## src/rtl/noc_switch_allocator_pkg.sv

```systemverilog
// rtl/noc_switch_allocator_pkg.sv - shared port indices, direction encodings and allocator state type
//
// Package noc: port count, port indices (N,S,W,E,L), one-hot direction_t
// encodings, the per-output allocator state enum and a cyclic port-step helper.
package noc;

    localparam int kPorts = 5;

    typedef logic [2:0] port_idx_t;

    localparam port_idx_t kNorthPort = 3'd0;
    localparam port_idx_t kSouthPort = 3'd1;
    localparam port_idx_t kWestPort  = 3'd2;
    localparam port_idx_t kEastPort  = 3'd3;
    localparam port_idx_t kLocalPort = 3'd4;

    typedef logic [kPorts-1:0] direction_t;

    localparam direction_t goNorth = 5'b00001;
    localparam direction_t goSouth = 5'b00010;
    localparam direction_t goWest  = 5'b00100;
    localparam direction_t goEast  = 5'b01000;
    localparam direction_t goLocal = 5'b10000;

    typedef enum logic {
        kIdle,
        kLocked
    } alloc_state_t;

    // Cyclic successor in the order N,S,W,E,L,N,...
    function automatic port_idx_t next_port(input port_idx_t p);
        return (p == kLocalPort) ? kNorthPort : port_idx_t'(p + 3'd1);
    endfunction

endpackage

```

## src/rtl/noc_switch_allocator_arbiter.sv

```systemverilog
// rtl/noc_switch_allocator_arbiter.sv - per-output round-robin arbiter with wormhole lock and credit counter
//
// Module noc_output_arbiter, one instance per output port.
// Ports:
//   clk, rst      clock, asynchronous active-low reset
//   req[i]        input i has a legal, unmasked request for this output
//   head[i]       flit at input i is a head flit
//   tail[i]       flit at input i is a tail flit
//   credit        downstream freed one slot this cycle
//   grant[i]      one-hot: input i transfers through this output this cycle
//   stall_cnt     (only with NOC_ALLOC_PERF_CNT_EN) saturating count of
//                 cycles with an eligible request but no credit
module noc_output_arbiter
    import noc::*;
#(
    parameter int DEPTH    = 4,
    parameter int CREDIT_W = $clog2(DEPTH + 1)
) (
    input  logic              clk,
    input  logic              rst,
    input  logic [kPorts-1:0] req,
    input  logic [kPorts-1:0] head,
    input  logic [kPorts-1:0] tail,
    input  logic              credit,
    output logic [kPorts-1:0] grant
`ifdef NOC_ALLOC_PERF_CNT_EN
    ,
    output logic [15:0]       stall_cnt
`endif
);

    localparam logic [CREDIT_W-1:0] kFull = CREDIT_W'(DEPTH);

    alloc_state_t        state, state_next;
    port_idx_t           owner, owner_next;
    port_idx_t           rr_ptr, rr_ptr_next;
    port_idx_t           winner;
    logic [CREDIT_W-1:0] credits, credits_next;
    logic [kPorts-1:0]   cand;
    logic                found;
    logic                has_credit;
    logic                transfer;

    assign has_credit = (credits != '0);
    assign cand       = req & head;

    // Search starts one past the last winner so the previous winner is
    // considered last.
    always_comb begin
        port_idx_t idx;
        found  = 1'b0;
        winner = rr_ptr;
        idx    = next_port(rr_ptr);
        for (int k = 0; k < kPorts; k++) begin
            if (!found && cand[idx]) begin
                found  = 1'b1;
                winner = idx;
            end
            idx = next_port(idx);
        end
    end

    // Grant is gated by rst so all outputs read 0 the moment reset asserts.
    always_comb begin
        state_next  = state;
        owner_next  = owner;
        rr_ptr_next = rr_ptr;
        grant       = '0;
        if (rst) begin
            case (state)
                kIdle: begin
                    if (found && has_credit) begin
                        grant[winner] = 1'b1;
                        rr_ptr_next   = winner;
                        if (!tail[winner]) begin
                            state_next = kLocked;
                            owner_next = winner;
                        end
                    end
                end
                kLocked: begin
                    // Owner bubbles simply produce no grant; the lock holds.
                    if (req[owner] && has_credit) begin
                        grant[owner] = 1'b1;
                        if (tail[owner]) begin
                            state_next = kIdle;
                        end
                    end
                end
                default: state_next = kIdle;
            endcase
        end
    end

    assign transfer = |grant;

    // A credit returned while empty only becomes usable next cycle because
    // has_credit looks at the registered count.
    always_comb begin
        credits_next = credits;
        if (credit && !transfer) begin
            credits_next = (credits == kFull) ? credits : credits + 1'b1;
        end else if (!credit && transfer) begin
            credits_next = credits - 1'b1;
        end
    end

    always_ff @(posedge clk or negedge rst) begin
        if (!rst) begin
            state   <= kIdle;
            owner   <= kLocalPort;
            rr_ptr  <= kLocalPort;
            credits <= kFull;
        end else begin
            state   <= state_next;
            owner   <= owner_next;
            rr_ptr  <= rr_ptr_next;
            credits <= credits_next;
        end
    end

`ifdef NOC_ALLOC_PERF_CNT_EN
    logic eligible;

    assign eligible = (state == kIdle) ? (|cand) : req[owner];

    always_ff @(posedge clk or negedge rst) begin
        if (!rst) begin
            stall_cnt <= '0;
        end else if (eligible && !has_credit && stall_cnt != 16'hFFFF) begin
            stall_cnt <= stall_cnt + 16'd1;
        end
    end
`endif

    a_credit_overflow: assert property (@(posedge clk) disable iff (!rst)
        !(credit && credits == kFull));
    a_credit_underflow: assert property (@(posedge clk) disable iff (!rst)
        !(transfer && credits == '0));

endmodule

```

## src/rtl/noc_switch_allocator.sv

```systemverilog
// rtl/noc_switch_allocator.sv - 5-port wormhole switch allocator with round-robin and credit flow control
//
// Top noc_switch_allocator. Optional macro: NOC_ALLOC_PERF_CNT_EN adds stall_cnt_out.
// Ports:
//   clk, rst         clock, asynchronous active-low reset
//   req_valid_in     input i has a flit at its buffer head
//   req_routing_in   one-hot output requested by input i
//   req_head_in      head flag of input i's flit
//   req_tail_in      tail flag of input i's flit
//   credit_in        downstream of output o freed one slot
//   in_grant_out     input i pops this cycle
//   out_sel_out      one-hot crossbar select per output
//   out_valid_out    output o carries a flit this cycle
//   stall_cnt_out    (optional) per-output credit-stall cycle counters
module noc_switch_allocator
    import noc::*;
#(
    parameter int DEPTH    = 4,
    parameter int CREDIT_W = $clog2(DEPTH + 1)
) (
    input  logic                          clk,
    input  logic                          rst,
    input  logic       [kPorts-1:0]       req_valid_in,
    input  direction_t [kPorts-1:0]       req_routing_in,
    input  logic       [kPorts-1:0]       req_head_in,
    input  logic       [kPorts-1:0]       req_tail_in,
    input  logic       [kPorts-1:0]       credit_in,
    output logic       [kPorts-1:0]       in_grant_out,
    output logic [kPorts-1:0][kPorts-1:0] out_sel_out,
    output logic       [kPorts-1:0]       out_valid_out
`ifdef NOC_ALLOC_PERF_CNT_EN
    ,
    output logic [kPorts-1:0][15:0]       stall_cnt_out
`endif
);

    logic [kPorts-1:0]             legal;
    logic [kPorts-1:0][kPorts-1:0] out_req;   // [output][input]
    logic [kPorts-1:0][kPorts-1:0] in_sel;    // [input][output]

    // Malformed (non one-hot) routing and U-turns never reach an arbiter.
    always_comb begin
        legal   = '0;
        out_req = '0;
        for (int i = 0; i < kPorts; i++) begin
            legal[i] = req_valid_in[i] && $onehot(req_routing_in[i]);
        end
        for (int o = 0; o < kPorts; o++) begin
            for (int i = 0; i < kPorts; i++) begin
                out_req[o][i] = legal[i] && req_routing_in[i][o] && (i != o);
            end
        end
    end

    for (genvar o = 0; o < kPorts; o++) begin : g_out
        noc_output_arbiter #(
            .DEPTH    (DEPTH),
            .CREDIT_W (CREDIT_W)
        ) u_arb (
            .clk       (clk),
            .rst       (rst),
            .req       (out_req[o]),
            .head      (req_head_in),
            .tail      (req_tail_in),
            .credit    (credit_in[o]),
            .grant     (out_sel_out[o])
`ifdef NOC_ALLOC_PERF_CNT_EN
            ,
            .stall_cnt (stall_cnt_out[o])
`endif
        );

        assign out_valid_out[o] = |out_sel_out[o];

        a_sel_onehot: assert property (@(posedge clk) disable iff (!rst)
            $onehot0(out_sel_out[o]));
    end

    always_comb begin
        in_sel       = '0;
        in_grant_out = '0;
        for (int o = 0; o < kPorts; o++) begin
            for (int i = 0; i < kPorts; i++) begin
                in_sel[i][o] = out_sel_out[o][i];
            end
        end
        for (int i = 0; i < kPorts; i++) begin
            in_grant_out[i] = |in_sel[i];
        end
    end

    for (genvar i = 0; i < kPorts; i++) begin : g_in
        a_single_grant: assert property (@(posedge clk) disable iff (!rst)
            $onehot0(in_sel[i]));
    end

endmodule

```

## config.mk

```make
export PLATFORM = sky130hd
export DESIGN_NAME = noc_switch_allocator
export DESIGN_NICKNAME = d
export VERILOG_FILES = /design/src/rtl/noc_switch_allocator_pkg.sv /design/src/rtl/noc_switch_allocator_arbiter.sv /design/src/rtl/noc_switch_allocator.sv
export SDC_FILE = /design/constraint.sdc
export NUM_CORES = 1
export LEC_CHECK = 0
export CORE_ASPECT_RATIO = 1.2
export CORE_MARGIN = 1
export CORE_UTILIZATION = 58
export DETAILED_ROUTE_END_ITERATION = 16
export PLACE_DENSITY = 0.77
export SYNTH_ARGS = -nofsm -noshare
export SYNTH_HDL_FRONTEND = slang
export SYNTH_SLANG_ARGS = --single-unit
```

## constraint.sdc

```tcl
create_clock -name clk -period 9.5 [get_ports clk]
set_input_delay 1.425 -clock clk [delete_from_list [all_inputs] [get_ports clk]]
set_output_delay 1.425 -clock clk [all_outputs]
set_load 0.01 [all_outputs]
```

==> results.txt <==
Overflow after GRT = 0
Hold Path Stages = 1
Setup TNS Final = 0 ps
List of most frequent post-synthesis cells = 119 x inv_1, 113 x nand2_1, 97 x nor2_1, 83 x o21ai_0, 67 x a21oi_1
Gr usage total = 0.333
Reg2Reg Depth = 23
Synth Instances = 1269
Crit path max-delay family = compound AO/OA/AOI/OAI gates
Worst Tran Pin Value = 820 ps
Die H = 142 um
Area delta synth->final = 9.56%
Slew headroom = 0.446
Vias per cell = 6.67
Clock Latency Late Sink = 300 ps
Critical path depth = 18
CP arrival = 7500 ps
Hold Vio Cnt, Final = 0
Rows = 50
Setup bufs post-CTS = 0
Critical path, cell by cell = clkdlybuf4s50_1 > inv_1 > fa_1 > fa_1 > inv_1 > ha_1 > nor4b_4 > nand3_1 > o32ai_1 > a211oi_1 > and3_1 > a221oi_1 > nand2_1 > mux2i_1 > a211oi_1 > o41ai_1 > or4b_1 > clkdlybuf4s50_1
IO Pins = 82
Outcome = finished, final reports clean
Startpoint types = primary input
Max incr delay on CP = 740 ps
R2R Path Start = g_out[2].u_arb.rr_ptr[0]$_DFFE_PN0P_
Die Footprint = 16900 um2
Final period util = 0.939
Port Buf Inserts = 76
Share of cells above drive strength 1 = 0.104
First-pass GRT wire length = 45700 um
Ranking of synthesized cells by area = dfrtp_1 9.2%, ha_1 5.8%, mux2i_1 4.9%, inv_1 4.7%, nand2_1 4.5%
Cell with the most instances after synthesis = inv_1
WL/cell = 18.6 um
Sequential share of the synthesized area = 0.134
Setup-failing EPs final = 0
Mapped cell area = 9490 um2
Crit path launch = req_routing_in[20]
CTS clk-pin slew, worst paths = 70 ps
Die W = 119 um
Hold Startpoint = g_out[4].u_arb.state$_DFFE_PN0P_
Number of H-tree levels = 2
Initial antenna violation count = 0
Core area = 15800 um2
Min Clock Period, post-route = 8920 ps
Antenna Nets Post-Route = 0
Crit end category = output port
Synth Flop Type = dfrtp_1
Drt drc = 0
RSZ-0062 raised after global routing = no
Antenna cells = 0
Distinct cells, synth = 128
Maximum number of pins on one net before global-route repair = 38
Worst endpoint required time = 8080 ps
Avg Inst Size Synth = 7.48 um2
Number of synthesized flops with an enable pin = 0
Detailed Route WL = 28100 um
Resized cells post-CTS = 0
CTS tree = built
Asr flop ratio synth = 1.00
Maximum fanout along the worst path = 10
Drt pass-1 iters = 5
Initial Util = 0.600
CTS root buf = clkbuf_16
Largest area contributor in the netlist = dfrtp_1
Max-slew violation count = 0
GPL Wtd Cong = 0.969
Sum of buffers and inverters on the critical path = 4
Setup CP Type = in -> out
Synthesis Warnings = 0
Clock Tree Buf Depth = 2
Detail Placement HPWL = 22200 um
Vias in the first global route = 9189
Min-delay worst type = reg -> reg
Hold Buf Count CTS = 0
CP max stage cell = o41ai_1
FILL cells = 1454
Vias post-DR = 10100
Area fraction of the dominant cell type after synthesis = 0.0923
TritonCTS Buffers = 5
Nets = 1405
Max-cap violations = 0
Clock skew = 7.83 ps
Seq cells post-synth = 50
Max Fclk = 0.112 GHz
Clock sinks = 50
DR iter-0 viols = 795
-- layout by cell type, fill, tap and decap left out, types with 20 or more instances in the layout --
| master | n |
|---|---|
| mux2i_1 | 46 |
| nor2_1 | 97 |
| inv_1 | 119 |
| a21oi_1 | 67 |
| and3_1 | 20 |
| nor3_1 | 26 |
| a211oi_1 | 21 |
| dfrtp_1 | 35 |
| o21ai_0 | 83 |
| clkdlybuf4s50_1 | 75 |
| a31oi_1 | 22 |
| nand2_1 | 113 |
| ha_1 | 44 |
| nand3_1 | 53 |
-- worst paths after layout --
| check | endpoint | slack (ps) |
|---|---|---|
| setup / recovery | out_valid_out[2] | 580 |
| hold / removal | g_out[4].u_arb.state$_DFFE_PN0P_ | 510 |
| setup reg to reg | g_out[2].u_arb.credits[2]$_DFFE_PN1P_ | 2570 |
| hold reg to reg | g_out[4].u_arb.state$_DFFE_PN0P_ | 510 |
| max in group asynchronous | g_out[4].u_arb.owner[2]$_DFFE_PN1P_ | 7350 |
| min in group asynchronous | g_out[2].u_arb.state$_DFFE_PN0P_ | 1180 |
-- metrics by stage --
stage          cells  cell area, um2  hold slack (ps)  setup WS [ps]  utilization
6_report        1508           10400              506            576        0.657
5_1_grt         1508           10400              520            272        0.657
4_1_cts         1508           10400              507            656        0.657
3_5_place_dp    1500           10200              491            675        0.646
3_3_place_gp    1500           10200              486            734        0.646
2_1_floorplan   1273            9500              463           2200            -
-- sequential cells by signal (all words and copies together) (netlist names) --
signal,flops
g_out.u_arb.state,5
g_out.u_arb.owner,15
g_out.u_arb.credits,15
g_out.u_arb.rr_ptr,15
-- kinds of logic after synthesis --
logic type	after synthesis	share of synthesized area
compound gates	426	0.333
xor+xnor	6	0.00554
fa+ha+maj	60	0.0907
buf+inv	187	0.0858
flops	50	0.134
mux	67	0.0749
other cells	1	0.000395
simple gates	472	0.276
-- per-layer routing --
metal | part of all wire | GRT usage | up-vias
li1 | - | - | 4815
met1 | 0.43 | 0.440 | 4732
met2 | 0.47 | 0.556 | 434
met3 | 0.065 | 0.0276 | 82
met4 | 0.040 | 0.147 | 0
met5 | 0 | 0 | -
-- area by class of cell --
type | count | area [um2] | area share
clock buffer | 6 | 129 | 0.0124
clock inverter | 2 | 37.5 | 0.00361
inverter | 122 | 458 | 0.0440
multi-input combinational | 1036 | 7430 | 0.714
sequential | 50 | 1270 | 0.122
tap | 208 | 260 | 0.0250
timing repair buffer | 84 | 816 | 0.0785
Power is not shown: default switching activity piles up to over one toggle a cycle in this logic, so the estimate is an artifact.
==> patch (same settings) <==
`DEPTH` is set to 4 in 2 places; all go to 8.
--- a/src/rtl/noc_switch_allocator_arbiter.sv
+++ b/src/rtl/noc_switch_allocator_arbiter.sv
@@ -13,7 +13,7 @@
 module noc_output_arbiter
     import noc::*;
 #(
-    parameter int DEPTH    = 4,
+    parameter int DEPTH    = 8,
     parameter int CREDIT_W = $clog2(DEPTH + 1)
 ) (
     input  logic              clk,
--- a/src/rtl/noc_switch_allocator.sv
+++ b/src/rtl/noc_switch_allocator.sv
@@ -15,7 +15,7 @@
 module noc_switch_allocator
     import noc::*;
 #(
-    parameter int DEPTH    = 4,
+    parameter int DEPTH    = 8,
     parameter int CREDIT_W = $clog2(DEPTH + 1)
 ) (
     input  logic                          clk,
Function: not settled (the Yosys comparison gave no result); the edit may change what the design does.
==> patch against the unedited design <==
  * Area after synthesis rose by 4.2%
  * Routed wire length up 6.1%
  * Sequential cell count rose by 5
  * Cell area grew 4.2%
  * Setup slack improved by 140 ps
  * Die area up 4.2%
  * Count of clock-buffer cells in the layout decreased by 1
  * Critical endpoint is now in_grant_out[1]
  * Largest cell class unchanged
  * Highest routed layer unchanged
Power is not shown: default switching activity piles up to over one toggle a cycle in this logic, so the estimate is an artifact.
==> patch: results (changes against the unedited design) <==
metric,value,unit,change
slew_headroom,38.9,%,-5.8 points
via_count,10500,,+4.7%
worstReg2RegStart,g_out[1].u_arb.rr_ptr[0]$_DFFE_PN0P_,,
n_all_inverters,105,,-14%
routed_wl,29800,um,+6.1%
outcome,finished clean,,
grt_usage,33.3,%,about the same
initialDrtViolationCount,917,,+15%
multi_input_area,7800,um2,+5.0%
r2r-end,g_out[1].u_arb.credits[3]$_DFFE_PN1P_,,
worstPathMaxFanout,6,,-4
clock_skew,13.5,ps,+5.68 ps
grt_pass1_wl,47800,um,+4.5%
buffers,85,,+1.2%
grt_max_degree,43,,+13%
place_hpwl,23200,um,+4.4%
drive_gt1_share,8.73,%,-1.7 points
clock_area_share,1.41,%,-0.19 points
reg.largest.list,"g_out.u_arb.credits (20), g_out.u_arb.owner (15), g_out.u_arb.rr_ptr (15)",,
endpoint,in_grant_out[1],,
dr.pass1.iters,6,,+1
fill_cells,1480,,+1.8%
yosys-top-cells-count,"nand2_1 (120), nor2_1 (103), inv_1 (98), a21oi_1 (77), o21ai_0 (56)",,
synthTopCellsByArea,"dfrtp_1 (10%), ha_1 (6.6%), mux2i_1 (4.9%)",,
crit_path_start,req_routing_in[16],,
yosysSeqAreaShare,14.1,%,+0.72 points
fin_nets,1464,,+4.2%
arrival,7360,ps,-140 ps
==> patch: changes by cell type after synthesis, moves of 9 or more <==
cell / unedited run / this run
a21o_1: 14 / 25
a21oi_1: 67 / 77
a31oi_1: 22 / 31
and2_1: 13 / 24
clkbuf_1: 32 / 48
inv_1: 119 / 98
nor3_1: 26 / 39
o21ai_0: 83 / 56
or4_1: 8 / 17
==> patch: worst min path at each step <==
| stage | to | cells past startpoint | slack [ps] | from |
|---|---|---|---|---|
| after floorplan | g_out[4].u_arb.owner[2]$_DFFE_PN1P_ | 1 | 490 | g_out[4].u_arb.owner[2]$_DFFE_PN1P_ |
| after detailed placement | g_out[4].u_arb.owner[2]$_DFFE_PN1P_ | 1 | 500 | g_out[4].u_arb.owner[2]$_DFFE_PN1P_ |
| after global routing | g_out[4].u_arb.owner[2]$_DFFE_PN1P_ | 1 | 520 | g_out[4].u_arb.owner[2]$_DFFE_PN1P_ |
| final | g_out[4].u_arb.owner[2]$_DFFE_PN1P_ | 1 | 520 | g_out[4].u_arb.owner[2]$_DFFE_PN1P_ |
| after CTS | g_out[4].u_arb.owner[2]$_DFFE_PN1P_ | 1 | 520 | g_out[4].u_arb.owner[2]$_DFFE_PN1P_ |
| after global placement | g_out[4].u_arb.owner[2]$_DFFE_PN1P_ | 1 | 500 | g_out[4].u_arb.owner[2]$_DFFE_PN1P_ |
==> patch: per-stage QoR <==
stage	setup slack [ps]	hold WS [ps]	instances	util [%]	instance area, um2
global placement	835	499	1555	64.9	10700
finish	719	518	1563	65.8	10800
detailed placement	789	500	1555	64.9	10700
CTS	767	516	1563	65.8	10800
floorplan	2160	486	1328	-	9910
global route	416	525	1563	65.8	10800
==> patch: critical path: stages <==
cell and delay (ps):
clkdlybuf4s50_1 590, inv_1 90, fa_1 480, fa_1 380
inv_1 60, ha_1 230, or4b_2 850, o21ai_0 280
o211ai_1 120, a311o_1 340, and2_1 180, a211oi_1 420
mux2_1 250, a221oi_4 90, o41ai_2 780, or4_1 240
clkdlybuf4s50_1 540
==> patch: kinds of logic (layout without fill, tap and decap cells) <==
family	Yosys count	in the layout	share of synthesized area [%]
muxes	77	77	8.41
buffers and inverters	175	198	7.26
and+or+nand+nor	506	506	27.3
DFF	55	55	14.1
AOI/OAI and AO/OA	422	422	31.4
other	1	5	0.0379
xor gates and xnor gates	20	20	1.77
adders and majority gates	68	68	9.71
==> patch: per-layer routing <==
metal	global-route usage, %	routed length, um	part of all wire (%)	up-vias
li1	-	-	-	5022
met1	45.1	12900	43	4952
met2	54.1	13700	46	467
met3	3.11	2030	6.8	98
met4	13.3	1130	3.8	0
met5	0	0	0	-
